[config.mk]
export PLATFORM = sky130hd
export DESIGN_NAME = zorro_master_cycle
export DESIGN_NICKNAME = d
export VERILOG_FILES = /design/src/rtl/zorro_pkg.sv /design/src/rtl/zorro_timeout_counter.sv /design/src/rtl/zorro_master_cycle.sv
export SDC_FILE = /design/constraint.sdc
export NUM_CORES = 1
export LEC_CHECK = 0
export ABC_CLOCK_PERIOD_IN_PS = 1900
export CORE_MARGIN = 5
export CORE_UTILIZATION = 30
export CTS_BUF_LIST = sky130_fd_sc_hd__clkbuf_4 sky130_fd_sc_hd__clkbuf_8
export DETAILED_ROUTE_END_ITERATION = 8
export GPL_ROUTABILITY_DRIVEN = 0
export PLACE_DENSITY_LB_ADDON = 0.3
export REMOVE_ABC_BUFFERS = 1
export SYNTH_ARGS = -nofsm -noshare
export SYNTH_HDL_FRONTEND = slang
export SYNTH_HIERARCHICAL = 1
export SYNTH_SLANG_ARGS = --single-unit
[constraint.sdc]
create_clock -name CLK -period 1.9 [get_ports CLK]
set_input_delay 0.19 -clock CLK [delete_from_list [all_inputs] [get_ports CLK]]
set_output_delay 0.19 -clock CLK [all_outputs]
set_load 0.02 [all_outputs]
[src/rtl/zorro_pkg.sv]
// Shared definitions for the Zorro III master-side cycle logic:
// sequencer state encoding, inactive strobe value and default timing.
package zorro_pkg;

    typedef enum logic [2:0] {
        ST_IDLE,
        ST_ADDR,
        ST_STROBE,
        ST_WAIT,
        ST_TERM,
        ST_RECOVER
    } zorro_state_e;

    localparam logic [3:0] DS_IDLE            = 4'hF;
    localparam int         DEFAULT_TIMEOUT    = 64;
    localparam int         DEFAULT_ADDR_SETUP = 1;

endpackage

[src/rtl/zorro_timeout_counter.sv]
// Saturating clear/increment counter that flags when it reaches LIMIT-1.
// Used to bound how long a bus cycle waits for the slave to respond.
module zorro_timeout_counter
    import zorro_pkg::*;
#(
    parameter int LIMIT = DEFAULT_TIMEOUT
) (
    input  logic clk,
    input  logic reset,
    input  logic clear,
    input  logic enable,
    output logic expired
);

    localparam int            CW   = $clog2(LIMIT + 1);
    localparam logic [CW-1:0] LAST = CW'(LIMIT - 1);
    localparam logic [CW-1:0] SAT  = CW'(LIMIT);

    logic [CW-1:0] count_q, count_d;

    // Clear wins over increment; the count parks at LIMIT rather than wrapping.
    always_comb begin
        count_d = count_q;
        if (clear) begin
            count_d = '0;
        end else if (enable && (count_q != SAT)) begin
            count_d = count_q + CW'(1);
        end
    end

    // Count register with synchronous reset.
    always_ff @(posedge clk) begin
        if (reset) begin
            count_q <= '0;
        end else begin
            count_q <= count_d;
        end
    end

    assign expired = (count_q == LAST);

endmodule

[src/rtl/zorro_master_cycle.sv]
// Zorro III bus-master cycle sequencer: turns one local request from the
// SCSI chip into an address phase, FCS_n, DOE/DS_n and a DTACK_n/BERR_n
// (or timeout) terminated data phase, then acknowledges the local master.
module zorro_master_cycle
    import zorro_pkg::*;
#(
    parameter int TIMEOUT_CYCLES = DEFAULT_TIMEOUT,
    parameter int ADDR_SETUP     = DEFAULT_ADDR_SETUP
) (
    input  logic        CLK,
    input  logic        RESET,
    input  logic        MYBUS,
    input  logic        MASTER_n,
    input  logic        REQ,
    input  logic        REQ_READ,
    input  logic [31:0] REQ_ADDR,
    input  logic [3:0]  REQ_BE,
    input  logic [31:0] REQ_WDATA,
    output logic        ACK,
    output logic        ERR,
    output logic [31:0] RDATA,
    output logic [31:0] Z_ADDR,
    output logic [31:0] Z_WDATA,
    output logic        READ,
    output logic        FCS_n,
    output logic        DOE,
    output logic [3:0]  DS_n,
    input  logic [31:0] Z_DATA_IN,
    input  logic        DTACK_n,
    input  logic        BERR_n
);

    localparam logic [1:0] SETUP_LAST = 2'(ADDR_SETUP - 1);

    zorro_state_e state_q, state_d;
    logic [31:0]  z_addr_q, z_addr_d;
    logic [31:0]  z_wdata_q, z_wdata_d;
    logic [31:0]  rdata_q, rdata_d;
    logic [3:0]   be_q, be_d;
    logic [3:0]   ds_n_q, ds_n_d;
    logic [1:0]   setup_q, setup_d;
    logic         read_q, read_d;
    logic         fcs_n_q, fcs_n_d;
    logic         doe_q, doe_d;
    logic         ack_q, ack_d;
    logic         err_q, err_d;
    logic         tmo_clear, tmo_enable, tmo_expired;
    logic         bus_lost, term_go, term_err;

    assign bus_lost = !MYBUS || MASTER_n;

    zorro_timeout_counter #(
        .LIMIT (TIMEOUT_CYCLES)
    ) u_timeout (
        .clk     (CLK),
        .reset   (RESET),
        .clear   (tmo_clear),
        .enable  (tmo_enable),
        .expired (tmo_expired)
    );

    // Next-state and strobe decode; every path into TERM releases the strobes and raises ACK together.
    always_comb begin
        state_d    = state_q;
        z_addr_d   = z_addr_q;
        z_wdata_d  = z_wdata_q;
        rdata_d    = rdata_q;
        be_d       = be_q;
        ds_n_d     = ds_n_q;
        setup_d    = setup_q;
        read_d     = read_q;
        fcs_n_d    = fcs_n_q;
        doe_d      = doe_q;
        ack_d      = 1'b0;
        err_d      = 1'b0;
        tmo_clear  = 1'b0;
        tmo_enable = 1'b0;
        term_go    = 1'b0;
        term_err   = 1'b0;

        case (state_q)
            ST_IDLE: begin
                if (REQ && MYBUS && !MASTER_n) begin
                    z_addr_d  = REQ_ADDR;
                    z_wdata_d = REQ_WDATA;
                    read_d    = REQ_READ;
                    be_d      = REQ_BE;
                    setup_d   = 2'd0;
                    state_d   = ST_ADDR;
                end
            end
            ST_ADDR: begin
                if (bus_lost) begin
                    term_go  = 1'b1;
                    term_err = 1'b1;
                end else if (setup_q == SETUP_LAST) begin
                    fcs_n_d = 1'b0;
                    state_d = ST_STROBE;
                end else begin
                    setup_d = setup_q + 2'd1;
                end
            end
            ST_STROBE: begin
                if (bus_lost) begin
                    term_go  = 1'b1;
                    term_err = 1'b1;
                end else begin
                    doe_d     = 1'b1;
                    ds_n_d    = ~be_q;
                    tmo_clear = 1'b1;
                    state_d   = ST_WAIT;
                end
            end
            ST_WAIT: begin
                if (bus_lost || !BERR_n) begin
                    term_go  = 1'b1;
                    term_err = 1'b1;
                end else if (!DTACK_n) begin
                    term_go = 1'b1;
                    if (read_q) begin
                        rdata_d = Z_DATA_IN;
                    end
                end else if (tmo_expired) begin
                    term_go  = 1'b1;
                    term_err = 1'b1;
                end else begin
                    tmo_enable = 1'b1;
                end
            end
            ST_TERM: begin
                state_d = ST_RECOVER;
            end
            ST_RECOVER: begin
                state_d = ST_IDLE;
            end
            default: begin
                state_d = ST_IDLE;
            end
        endcase

        if (term_go) begin
            state_d = ST_TERM;
            fcs_n_d = 1'b1;
            doe_d   = 1'b0;
            ds_n_d  = DS_IDLE;
            ack_d   = 1'b1;
            err_d   = term_err;
        end
    end

    // Sequencer and bus-facing registers; reset drops every strobe on the next edge.
    always_ff @(posedge CLK) begin
        if (RESET) begin
            state_q   <= ST_IDLE;
            z_addr_q  <= '0;
            z_wdata_q <= '0;
            rdata_q   <= '0;
            be_q      <= '0;
            ds_n_q    <= DS_IDLE;
            setup_q   <= '0;
            read_q    <= 1'b1;
            fcs_n_q   <= 1'b1;
            doe_q     <= 1'b0;
            ack_q     <= 1'b0;
            err_q     <= 1'b0;
        end else begin
            state_q   <= state_d;
            z_addr_q  <= z_addr_d;
            z_wdata_q <= z_wdata_d;
            rdata_q   <= rdata_d;
            be_q      <= be_d;
            ds_n_q    <= ds_n_d;
            setup_q   <= setup_d;
            read_q    <= read_d;
            fcs_n_q   <= fcs_n_d;
            doe_q     <= doe_d;
            ack_q     <= ack_d;
            err_q     <= err_d;
        end
    end

    assign ACK     = ack_q;
    assign ERR     = err_q;
    assign RDATA   = rdata_q;
    assign Z_ADDR  = z_addr_q;
    assign Z_WDATA = z_wdata_q;
    assign READ    = read_q;
    assign FCS_n   = fcs_n_q;
    assign DOE     = doe_q;
    assign DS_n    = ds_n_q;

endmodule

# Word level (Yosys, flattened, before mapping)
# Cells that the tools add are included.
# classes
add_sub_neg,2
eq_ne,16
mux,25
bitwise_logic,6
reduce_logical,22
# ops
op,count
two-way mux 3 bit,5
case mux 3 bit (5 select lines),1
two-way mux 1 bit,13
!= test 2 bit (second input constant),6
!= test 3 bit (second input constant),4
AND reduction 5 bit,2
AND reduction 4 bit,2
OR reduction 2 bit,4
adder 7 x 1 -> 7 bit (second input constant),1
== test 7 x 6 -> 1 bit (second input constant),1
!= test 7 bit (second input constant),1
== test 3 x 2 -> 1 bit (second input constant),2
two-way mux 2 bit,3
NOT 1 bit,5
NOT 4 bit,1
case mux 1 bit (2 select lines),2
case mux 2 bit (2 select lines),1
AND reduction 2 bit,2
== test 3 x 1 -> 1 bit (second input constant),1
== test 3 bit (second input constant),1
logical AND 1 bit,3
zero test 1 bit,3
zero test 3 bit,1
AND reduction 3 bit,1
other kinds (4),5
# word_totals
ff_bits,121
in_bits,108
out_inout_bits,105
word_cells,85

# Longest topological paths before layout
# Gate-level depths: netlist of the first run.
# depth
ltp_word,7
depth_mapped,8

# By module
# The synthesis of the first run kept the hierarchy.
# by_module_without_submodules
module,n_inst,cells_per_inst,area_each_um2,seq_area_each_um2
zorro_master_cycle,1,513,4216.5,2282.2
zorro_timeout_counter,1,43,355.3,140.1

# Worst setup path before layout of the first run
# No wires, ideal clock.
# synth_path
kind,flip-flop to flip-flop
from,register u_timeout.count_q[0]
to,register u_timeout.count_q[6]
t_arrival_ns,1.818
t_required_ns,1.830
path_slack_ns,0.012
stages_incl_launch_ff,9
n_path_buf,0
path_cell_list,dfxtp_1 > ha_1 > nand3_1 > nor3_1 > nand3b_1 > nor3_1 > inv_1 > or4_1 > a21oi_1
# synth_between
elab_chain_len,6
word_cells_on_any_way,8
cone_classes,add/sub (1); eq/ne (2); mux (4); reduce/logical (1)
# synth_rtl
item,line_no,rtl
"start, declared",zorro_timeout_counter.sv:19,"logic [CW-1:0] count_q, count_d;"
"start signal, assigned",zorro_timeout_counter.sv:36,count_q <= count_d;
== test 7 x 6 -> 1 bit,zorro_timeout_counter.sv:40,assign expired = (count_q == LAST);
via tmo_expired,zorro_master_cycle.sv:47,"logic tmo_clear, tmo_enable, tmo_expired;"
two-way mux 1 bit,zorro_master_cycle.sv:123,end else if (tmo_expired) begin
two-way mux 1 bit,zorro_master_cycle.sv:118,end else if (!DTACK_n) begin
two-way mux 1 bit,zorro_master_cycle.sv:115,if (bus_lost || !BERR_n) begin
two-way mux 1 bit,zorro_master_cycle.sv:81,case (state_q)
via tmo_enable,zorro_master_cycle.sv:47,
logical AND 1 bit,zorro_timeout_counter.sv:26,end else if (enable && (count_q != SAT)) begin
# The timed path passes the listed nets, and every way through them passes these cells.
# A chain may end at the register's enable or synchronous reset.

# Final worst setup path of the first run
# layout_path
from,register u_timeout.count_q[0]
to,register u_timeout.count_q[5]
# The elaborated chain is that of the path after synthesis.

==> results of run 1 <==
==> worst max path at each step <==
stage / startpoint / to / slack [ns] / cells after the start
after floorplan: state_q[2] / READ / -0.49 / 4
after global placement: MYBUS / u_timeout/count_q[5] / -0.13 / 7
after detailed placement: MYBUS / u_timeout/count_q[4] / -0.17 / 7
after CTS: u_timeout/count_q[0] / u_timeout/count_q[2] / 0.002 / 10
after global routing: u_timeout/count_q[0] / u_timeout/count_q[5] / -0.05 / 9
final: u_timeout/count_q[0] / u_timeout/count_q[5] / 0.08 / 9
==> Yosys cell counts, types with 2 or more instances <==
master / instances / share of area
nor3_1: 4 / 0.0044
o31ai_1: 2 / 0.0033
inv_1: 6 / 0.0049
o211ai_1: 5 / 0.0082
nand2_1: 198 / 0.16
clkbuf_1: 18 / 0.015
or3_1: 2 / 0.0027
a21oi_2: 16 / 0.031
a21oi_1: 91 / 0.10
nand3_1: 3 / 0.0033
or2_2: 2 / 0.0027
o21ai_0: 3 / 0.0033
mux2i_1: 3 / 0.0066
nand3b_1: 4 / 0.0066
nor2b_1: 5 / 0.0068
nor4_1: 2 / 0.0027
dfxtp_1: 121 / 0.53
buf_2: 12 / 0.013
ha_1: 3 / 0.0082
nor2_1: 8 / 0.0066
buf_6: 5 / 0.012
nand2_2: 21 / 0.029
a31oi_1: 3 / 0.0041
==> cells by family after synthesis <==
group / Yosys count / synth area share
AOI/OAI and AO/OA: 125 / 0.159
xor gates and xnor gates: 1 / 0.00192
adders and majority gates: 3 / 0.00821
buffers and inverters: 43 / 0.0476
DFF: 121 / 0.530
muxes: 3 / 0.00657
and+or+nand+nor: 260 / 0.247
==> routing by layer <==
layer	GRT usage	up-vias	share of wire
li1	-	2268	-
met1	0.170	2049	0.40
met2	0.272	121	0.52
met3	0.0506	27	0.062
met4	0.0617	0	0.022
met5	0	-	0
==> placed cells by master (no fill, tap or decap), types with 2 or more instances in the layout <==
| cell type | netlist | layout |
|---|---|---|
| inv_6 | 0 | 2 |
| o211ai_1 | 5 | 5 |
| clkinv_4 | 0 | 3 |
| clkdlybuf4s50_1 | 0 | 211 |
| a21oi_1 | 91 | 87 |
| o21ai_0 | 3 | 2 |
| mux2i_1 | 3 | 3 |
| inv_1 | 6 | 6 |
| nand3_2 | 0 | 2 |
| or3_1 | 2 | 2 |
| clkbuf_8 | 0 | 20 |
| nor2_1 | 8 | 8 |
| o31ai_1 | 2 | 2 |
| dfxtp_1 | 121 | 119 |
| or2_2 | 2 | 2 |
| nor3_1 | 4 | 2 |
| bufinv_16 | 0 | 3 |
| nand3b_1 | 4 | 4 |
| nor3_2 | 1 | 2 |
| buf_12 | 0 | 5 |
| nor4_1 | 2 | 2 |
| a21oi_2 | 16 | 20 |
| nand2_1 | 198 | 197 |
| clkinvlp_4 | 0 | 4 |
| a31oi_1 | 3 | 3 |
| dfxtp_2 | 0 | 2 |
| nor2b_1 | 5 | 5 |
| buf_4 | 1 | 25 |
| ha_1 | 3 | 2 |
| nand2_2 | 21 | 22 |
==> per-stage QoR <==
step,hold slack [ns],utilization
2_1_floorplan,0.252,-
3_3_place_gp,0.440,0.466
3_5_place_dp,0.445,0.466
4_1_cts,0.126,0.496
5_1_grt,0.151,0.498
6_report,0.164,0.498
==> critical path, stage by stage (launching register included) <==
cell and delay (ns):
dfxtp_2 0.34, ha_4 0.16, nand3_2 0.08, nor3_2 0.04
nand3b_1 0.19, nor3_2 0.21, buf_4 0.15, nand4_1 0.10
or3_1 0.34, a21oi_2 0.14
==> area by class of cell <==
cell class / count / area share
Clock buffer: 20 / 0.0366
Clock inverter: 12 / 0.0218
Inverter: 6 / 0.00300
Multi-Input combinational cell: 392 / 0.265
Sequential cell: 121 / 0.323
Tap cell: 188 / 0.0313
Timing Repair Buffer: 241 / 0.319
==> state kept, by name, summed over array words and instances, names as in the netlist <==
| signal | flops |
|---|---|
| RDATA | 32 |
| Z_ADDR | 32 |
| Z_WDATA | 32 |
| u_timeout/count_q | 7 |
| DS_n | 4 |
| be_q | 4 |
| state_q | 3 |
| setup_q | 2 |
| ACK | 1 |
| DOE | 1 |
| ERR | 1 |
| FCS_n | 1 |
| READ | 1 |
==> where the power goes <==
part	switching, mW	internal [mW]	total, mW	leakage [nW]
combinational	0.315	0.385	0.700	1.41
sequential	0.0327	2.60	2.63	0.980
clock	1.07	1.42	2.49	0.208
total	1.42	4.40	5.82	2.60
==> what timing repair did <==
action | CTS | global route
resized for setup | 6 | 8
pin swaps | 3 | 2
endpoints found under the setup margin | 6 | 6
gates cloned | 0 | 0
hold buffers | 0 | 0
==> results.py, run 1 <==
metrics = {
    "clocking": {
        "root_buffer": "clkbuf_8",
        "clock_latency_ns": 0.43,
        "htree_num_levels": 4,
        "cts_tree": "built",
        "cts_buffer_depth": 2,
        "clk_pin_slew_worst_paths_ns": 0.07,
        "cts.sinks": 121,
        "numCtsBuffers": 17,
        "post-cts-setup-buffers": 0,
    },
    "hold_path": {
        "min_path_cells": 2,
        "hold_path.class": "in2reg",
        "min_to": "Z_WDATA[25]",
        "worstHoldStart": "RESET",
    },
    "critical_path": {
        "worstReg2RegEnd": "u_timeout/count_q[5]",
        "worstReg2RegStart": "u_timeout/count_q[0]",
        "arrival_ns": 2.18,
        "cp_max_fo": 2,
        "end_kind": "flip-flop",
        "r2r_slack_ns": 0.08,
        "critical_path_class": "reg2reg",
        "worst_setup_path_start_kind": "flip-flop",
        "r2r_cells": 9,
        "critPathRequiredTime_ns": 2.25,
    },
    "sta": {
        "hold_viol": 0,
        "drv_slew": 0,
        "fin_skew_ns": 0.0122,
        "finalCriticalPeriod_ns": 1.82,
        "clock.fmax_mhz": 549,
        "fin_tns_setup_ns": 0,
        "grt_setup_unrepaired": "yes",
        "setup_viol": 0,
        "tightest_slew_ns": 0.565,
        "timing.slew.headroom": 0.618,
        "fin_ws_ns": 0.0786,
        "period_share": 0.959,
    },
    "cells_and_area": {
        "final_area_um2": 7510,
        "multiInputGateArea_um2": 1990,
        "nets": 890,
        "num-fill-cells": 1414,
        "final_cell_count_no_fill": 980,
        "regArea_um2": 2420,
        "area_growth_pct": 64.4,
        "drive_above_1_share": 0.150,
        "diodes": 0,
    },
    "yosys": {
        "synthCells": 556,
        "synth.yosys.seq_area_share": 0.530,
        "synthArstFlopShare": 0,
        "yosysWarningCount": 6,
        "avgSynthCellArea_um2": 8.22,
        "synth-main-ff-cell": "dfxtp_1",
        "synth-edff-count": 0,
        "ys_ff_latch": 121,
        "netlist_area_um2": 4570,
        "synthDistinctLibCells": 42,
    },
    "drt": {
        "drc": 0,
        "antenna_left": 0,
        "vias": 4465,
        "drt-initial-drc-count": 191,
        "dr.pass1.iters": 4,
        "avgViaCountPerCell": 4.56,
        "drt-total-wl_um": 13900,
        "wl_per_cell_um": 14.2,
    },
    "global_routing": {
        "antenna_found_initial": 0,
        "grt_pass1_wl_um": 22400,
        "grt_overflow": 0,
        "grt_pass1_vias": 4491,
        "grt_start_max_net_pins": 70,
        "track_usage": 0.154,
    },
    "placement": {
        "place_inst": 948,
        "place_area_um2": 7020,
        "io_buffer_count": 212,
        "post-place-ws_ns": -0.166,
        "dp_hpwl_um": 10100,
    },
    "floorplanning": {
        "dieWidth_um": 133,
        "rows": 45,
        "die_area_um2": 17800,
        "fp.dieH_um": 133,
        "start_util": 0.303,
        "core-area_um2": 15100,
        "ios": 213,
    },
    "pwr": {
        "vdd_ir_drop_max_v": 0.000471,
        "total_power_mw": 5.82,
        "power.leakage_nw": 2.60,
        "powerDensity_nw_per_um2": 775,
    },
    "job": {
        "maxCapViolCount": 0,
    },
    "status": {
        "outcome": "complete, no violations",
    },
}
(Power assumes the default switching activity.)
==> run 2: changes to the inputs <==
CORE_UTILIZATION = 38   (was 30)
==> run 2 against run 1 <==
  * Setup slack gained 0.031 ns
  * Clock-buffer cell count grew 6
  * Wire length shrank 1.2%
  * Die area shrank 20%
  * Non-clock buffer count is the same
  * Global-route usage grew 3.4 points
  * Sequential power is essentially flat
  * First-iteration DRC count grew 43%
  * Flip-flop and latch count is the same
  * Worst hold slack gained 0.12 ns
  * Critical endpoint unchanged
==> results.py, run 2 (synthesis gave the netlist of run 1 again) <==
metrics = {
    "sta": {
        "fin_ws_ns": 0.110,
        "drv_slew": 0,
        "hold_viol": 0,
        "setup_viol": 0,
        "timing.slew.headroom": 0.553,
        "clock.fmax_mhz": 559,
        "tightest_slew_ns": 0.670,
        "fin_tns_setup_ns": 0,
        "grt_setup_unrepaired": "no",
        "finalCriticalPeriod_ns": 1.79,
        "fin_skew_ns": 0.00892,
        "timing.hold.ws_ns": 0.280,
        "period_share": 0.942,
    },
    "clocking": {
        "clk_pin_slew_worst_paths_ns": 0.06,
        "numCtsBuffers": 17,
        "cts_tree": "built",
        "ctsHoldBuffers": 0,
        "cts_buffer_depth": 2,
        "cts.sinks": 121,
        "htree_num_levels": 4,
        "clock_latency_ns": 0.42,
        "root_buffer": "clkbuf_8",
    },
    "drt": {
        "dr.pass1.iters": 4,
        "antenna_left": 0,
        "avgViaCountPerCell": 4.83,
        "drt-total-wl_um": 13700,
        "drt-initial-drc-count": 274,
        "drc": 0,
        "vias": 4515,
        "wl_per_cell_um": 14.7,
    },
    "cells_and_area": {
        "nets": 890,
        "layout_common_cells": "clkdlybuf4s50_1, nand2_1, dfxtp_1, a21oi_1, buf_4",
        "drive_above_1_share": 0.142,
        "diodes": 0,
        "area_growth_pct": 61.0,
        "final_area_um2": 7360,
        "final_common_cell": "clkdlybuf4s50_1",
    },
    "global_routing": {
        "antenna_found_initial": 0,
        "grt_pass1_wl_um": 21600,
        "grt_start_max_net_pins": 68,
        "track_usage": 0.188,
        "grt_pass1_vias": 4457,
        "grt_overflow": 0,
    },
    "critical_path": {
        "cp_max_fo": 3,
        "r2r_slack_ns": 0.11,
        "r2r_cells": 9,
        "critical_path_class": "reg2reg",
        "slowest_delay_ns": 0.35,
        "end_kind": "flip-flop",
        "cp_cell_sequence": "ha_4, nand3_2, nor3_2, nand3b_1, nor3_2, buf_4, nand4_1, or3_1, a21oi_2",
        "slowest_stage": "or3_1",
        "cpMostUsedCell": "nor3_2",
        "startpoint": "u_timeout/count_q[0]",
        "critPathRequiredTime_ns": 2.26,
        "worstReg2RegEnd": "u_timeout/count_q[5]",
        "arrival_ns": 2.15,
        "worstReg2RegStart": "u_timeout/count_q[0]",
        "worst_setup_path_start_kind": "flip-flop",
    },
    "pwr": {
        "p_clk_frac": 0.380,
        "p_int_mw": 4.11,
        "comb_power_share": 0.130,
        "switching_power_mw": 1.27,
        "powerDensity_nw_per_um2": 731,
        "vdd_ir_drop_max_v": 0.000465,
        "sw_frac_of_total": 0.236,
        "total_power_mw": 5.38,
        "power.leakage_nw": 2.57,
        "p_seq_frac": 0.490,
    },
    "floorplanning": {
        "ios": 213,
        "fp.dieH_um": 120,
        "die_area_um2": 14300,
        "start_util": 0.384,
        "core-area_um2": 11900,
        "dieWidth_um": 120,
        "rows": 40,
    },
    "hold_path": {
        "hold_path.class": "in2reg",
        "min_path_cells": 2,
        "worstHoldStart": "RESET",
        "min_to": "Z_ADDR[31]",
    },
    "placement": {
        "place_area_um2": 6960,
        "io_buffer_count": 212,
        "post-place-ws_ns": -0.176,
        "dp_hpwl_um": 9880,
    },
    "status": {
        "outcome": "complete, no violations",
    },
    "job": {
        "maxCapViolCount": 0,
    },
}
[run 2: cell count changes in the layout (fill, tap and decap cells not counted), sizes merged]
cell and change:
clkbuf +6, bufinv -3, clkinvlp -3, clkinv -2, inv -2
[run 2: how the worst max path moves through the flow]
stage                                end  slack, ns  cells after the start
floorplan                           READ      -0.49                      4
global placement    u_timeout/count_q[6]      -0.11                      7
detailed placement  u_timeout/count_q[6]      -0.18                      7
CTS                 u_timeout/count_q[5]      0.002                      9
global route        u_timeout/count_q[6]    0.00006                      9
finish              u_timeout/count_q[5]       0.11                      9
[run 2: through the flow]
stage,util,cells
global route,0.618,935
finish,0.618,935
global placement,0.584,905
CTS,0.614,933
floorplan,-,519
detailed placement,0.584,905
[run 2: area by class of cell]
cell class	count	area, um^2
repair buffers	241	2400
inverters	6	22.5
clock inverters	2	12.5
clock buffers	26	339
flip-flops and latches	121	2420
well taps	147	184
fillers	1024	4550
multi-input cells	392	1980
[run 2: what timing repair did]
| action | 4_1_cts | 5_1_grt |
|---|---|---|
| endpoints found under the setup margin | 5 | 15 |
| resized for setup | 2 | 8 |
| setup buffers | 0 | 2 |
| pin swaps | 4 | 4 |
[run 2: power groups by stage]
| stage | combinational [mW] | sequential [mW] | clock (mW) |
|---|---|---|---|
| floorplan | 0.149 | 2.77 | 0 |
| global placement | 0.686 | 2.69 | 0 |
| detailed placement | 0.696 | 2.69 | 0 |
| CTS | 0.700 | 2.64 | 2.10 |
| global route | 0.748 | 2.64 | 2.24 |
| finish | 0.699 | 2.64 | 2.05 |
[run 2: worst max-delay path, delay by kind of cell, from the launching register on]
family,cells,cell delay [ns]
flip-flops,1,0.33
AO/OA/AOI/OAI,1,0.12
buffers and inverters,1,0.14
AND/OR/NAND/NOR,6,0.97
adder cells (fa/ha/maj),1,0.16
[run 2: metal layers]
| metal | up-vias | share of wire | global-route usage |
|---|---|---|---|
| li1 | 2264 | - | - |
| met1 | 2108 | 0.38 | 0.202 |
| met4 | 0 | 0.018 | 0.0637 |
| met5 | - | 0 | 0 |
| met3 | 16 | 0.069 | 0.0792 |
| met2 | 127 | 0.53 | 0.331 |
==> run 3: changes to the inputs <==
GPL_TIMING_DRIVEN = 0   (was not set)
==> run 3 against run 2 <==
  * Die area did not move
  * Clock-buffer cell count is 1 lower
  * Cell count shrank 1.3%
  * Non-clock buffer count is 17 lower
  * Clock power grew 17%
  * Global-route usage is 1.0 points higher
  * Combinational power down 2%
  * Worst hold slack got worse by 0.065 ns
  * Largest power group unchanged
  * Highest routed layer unchanged
==> results.py, run 3 (synthesis gave the netlist of run 1 again) <==
metrics = {
    "floorplanning": {
        "start_util": 0.384,
        "die_area_um2": 14300,
        "dieWidth_um": 120,
        "rows": 40,
        "ios": 213,
        "core-area_um2": 11900,
        "fp.dieH_um": 120,
    },
    "cells_and_area": {
        "drive_above_1_share": 0.140,
        "layout_common_cells": "clkdlybuf4s50_1, nand2_1, dfxtp_1, a21oi_1, clkbuf_8",
        "final_area_um2": 7400,
        "area_growth_pct": 61.9,
        "nets": 874,
        "num-fill-cells": 999,
        "final_common_cell": "clkdlybuf4s50_1",
        "regArea_um2": 2430,
        "diodes": 0,
        "multiInputGateArea_um2": 2080,
    },
    "sta": {
        "fin_ws_ns": 0.0108,
        "setup_viol": 0,
        "clock.fmax_mhz": 529,
        "hold_viol": 0,
        "timing.hold.ws_ns": 0.214,
        "finalCriticalPeriod_ns": 1.89,
        "tightest_slew_ns": 0.783,
        "period_share": 0.994,
        "grt_setup_unrepaired": "yes",
        "timing.slew.headroom": 0.471,
        "fin_skew_ns": 0.00924,
        "drv_slew": 0,
    },
    "drt": {
        "antenna_left": 0,
        "wl_per_cell_um": 15.6,
        "avgViaCountPerCell": 4.81,
        "vias": 4441,
        "drt-initial-drc-count": 316,
        "drc": 0,
        "drt-total-wl_um": 14400,
        "dr.pass1.iters": 4,
    },
    "placement": {
        "post-place-ws_ns": -0.544,
        "place_area_um2": 6760,
        "dp_hpwl_um": 9680,
        "io_buffer_count": 212,
    },
    "status": {
        "outcome": "complete, no violations",
    },
    "hold_path": {
        "hold_path.class": "in2reg",
    },
    "clocking": {
        "root_buffer": "clkbuf_8",
        "ctsHoldBuffers": 0,
        "cts_tree": "built",
        "cts.sinks": 121,
        "cts_buffer_depth": 2,
        "numCtsBuffers": 17,
        "clk_pin_slew_worst_paths_ns": 0.07,
        "htree_num_levels": 4,
        "clock_latency_ns": 0.43,
    },
    "job": {
        "maxCapViolCount": 0,
    },
    "global_routing": {
        "grt_pass1_vias": 4532,
        "antenna_found_initial": 0,
        "grt_pass1_wl_um": 22600,
        "grt_start_max_net_pins": 73,
        "grt_overflow": 0,
        "track_usage": 0.198,
    },
    "pwr": {
        "powerDensity_nw_per_um2": 774,
        "power.leakage_nw": 2.56,
        "total_power_mw": 5.73,
        "vdd_ir_drop_max_v": 0.000425,
    },
    "critical_path": {
        "arrival_ns": 2.26,
        "critical_path_class": "reg2reg",
        "cp_max_fo": 4,
        "slowest_stage": "dfxtp_4",
        "end_kind": "flip-flop",
        "critPathRequiredTime_ns": 2.27,
        "cp_cell_sequence": "ha_4, nand3_4, nor3_2, nand3b_1, nor3_4, buf_4, nand2_4, or3_4, a21oi_2",
        "worst_setup_path_start_kind": "flip-flop",
        "slowest_delay_ns": 0.36,
    },
}
-- run 3: power by group --
group / switching [mW] / leakage [nW] / internal (mW) / total (mW)
sequential: 0.0478 / 0.981 / 2.60 / 2.65
combinational: 0.317 / 1.36 / 0.369 / 0.686
clock: 0.996 / 0.219 / 1.40 / 2.39
-- run 3: path summary, 6_finish.rpt --
check | to | slack, ns | depth (start not counted) | start
worst min register to register | setup_q[1] | 0.45 | 2 | setup_q[1]
worst max register to register | u_timeout/count_q[4] | 0.01 | 9 | u_timeout/count_q[0]
worst max-delay path | u_timeout/count_q[4] | 0.01 | 9 | u_timeout/count_q[0]
worst min-delay path | state_q[2] | 0.21 | 2 | RESET
-- run 3: area by class of cell --
type,count,share of cell area
sequential,121,0.328
inverter,6,0.00304
timing repair buffer,224,0.306
clock buffer,25,0.0448
clock inverter,7,0.0118
multi-input combinational,393,0.281
tap,147,0.0249
-- run 3: critical path: cells and delay by family (launching register included) --
family / cells / cell delay [ns]
buffers and inverters: 1 / 0.17
adders and majority gates: 1 / 0.17
DFF: 1 / 0.36
and+or+nand+nor: 6 / 1.02
AOI/OAI and AO/OA: 1 / 0.12
-- run 3: routing by layer --
layer,share of wire,vias to the layer above,GRT usage
li1,-,2235,-
met1,0.38,2055,0.210
met2,0.53,131,0.350
met3,0.068,20,0.0782
met4,0.019,0,0.0802
met5,0,-,0
-- run 3: per-stage QoR --
stage,instances,utilization,TNS [ns]
after floorplan,519,-,-36.56
after global placement,878,0.561,-253.47
after detailed placement,881,0.568,-54.11
after CTS,920,0.614,0
after global routing,923,0.621,-0.367
final,923,0.621,0
-- run 3: timing repair --
action,4_1_cts,5_1_grt
cloned,1,0
hold endpoints to repair,0,0
pin swaps,8,8
gates resized for setup,14,16
setup buffers,6,4
setup endpoints to repair,112,74
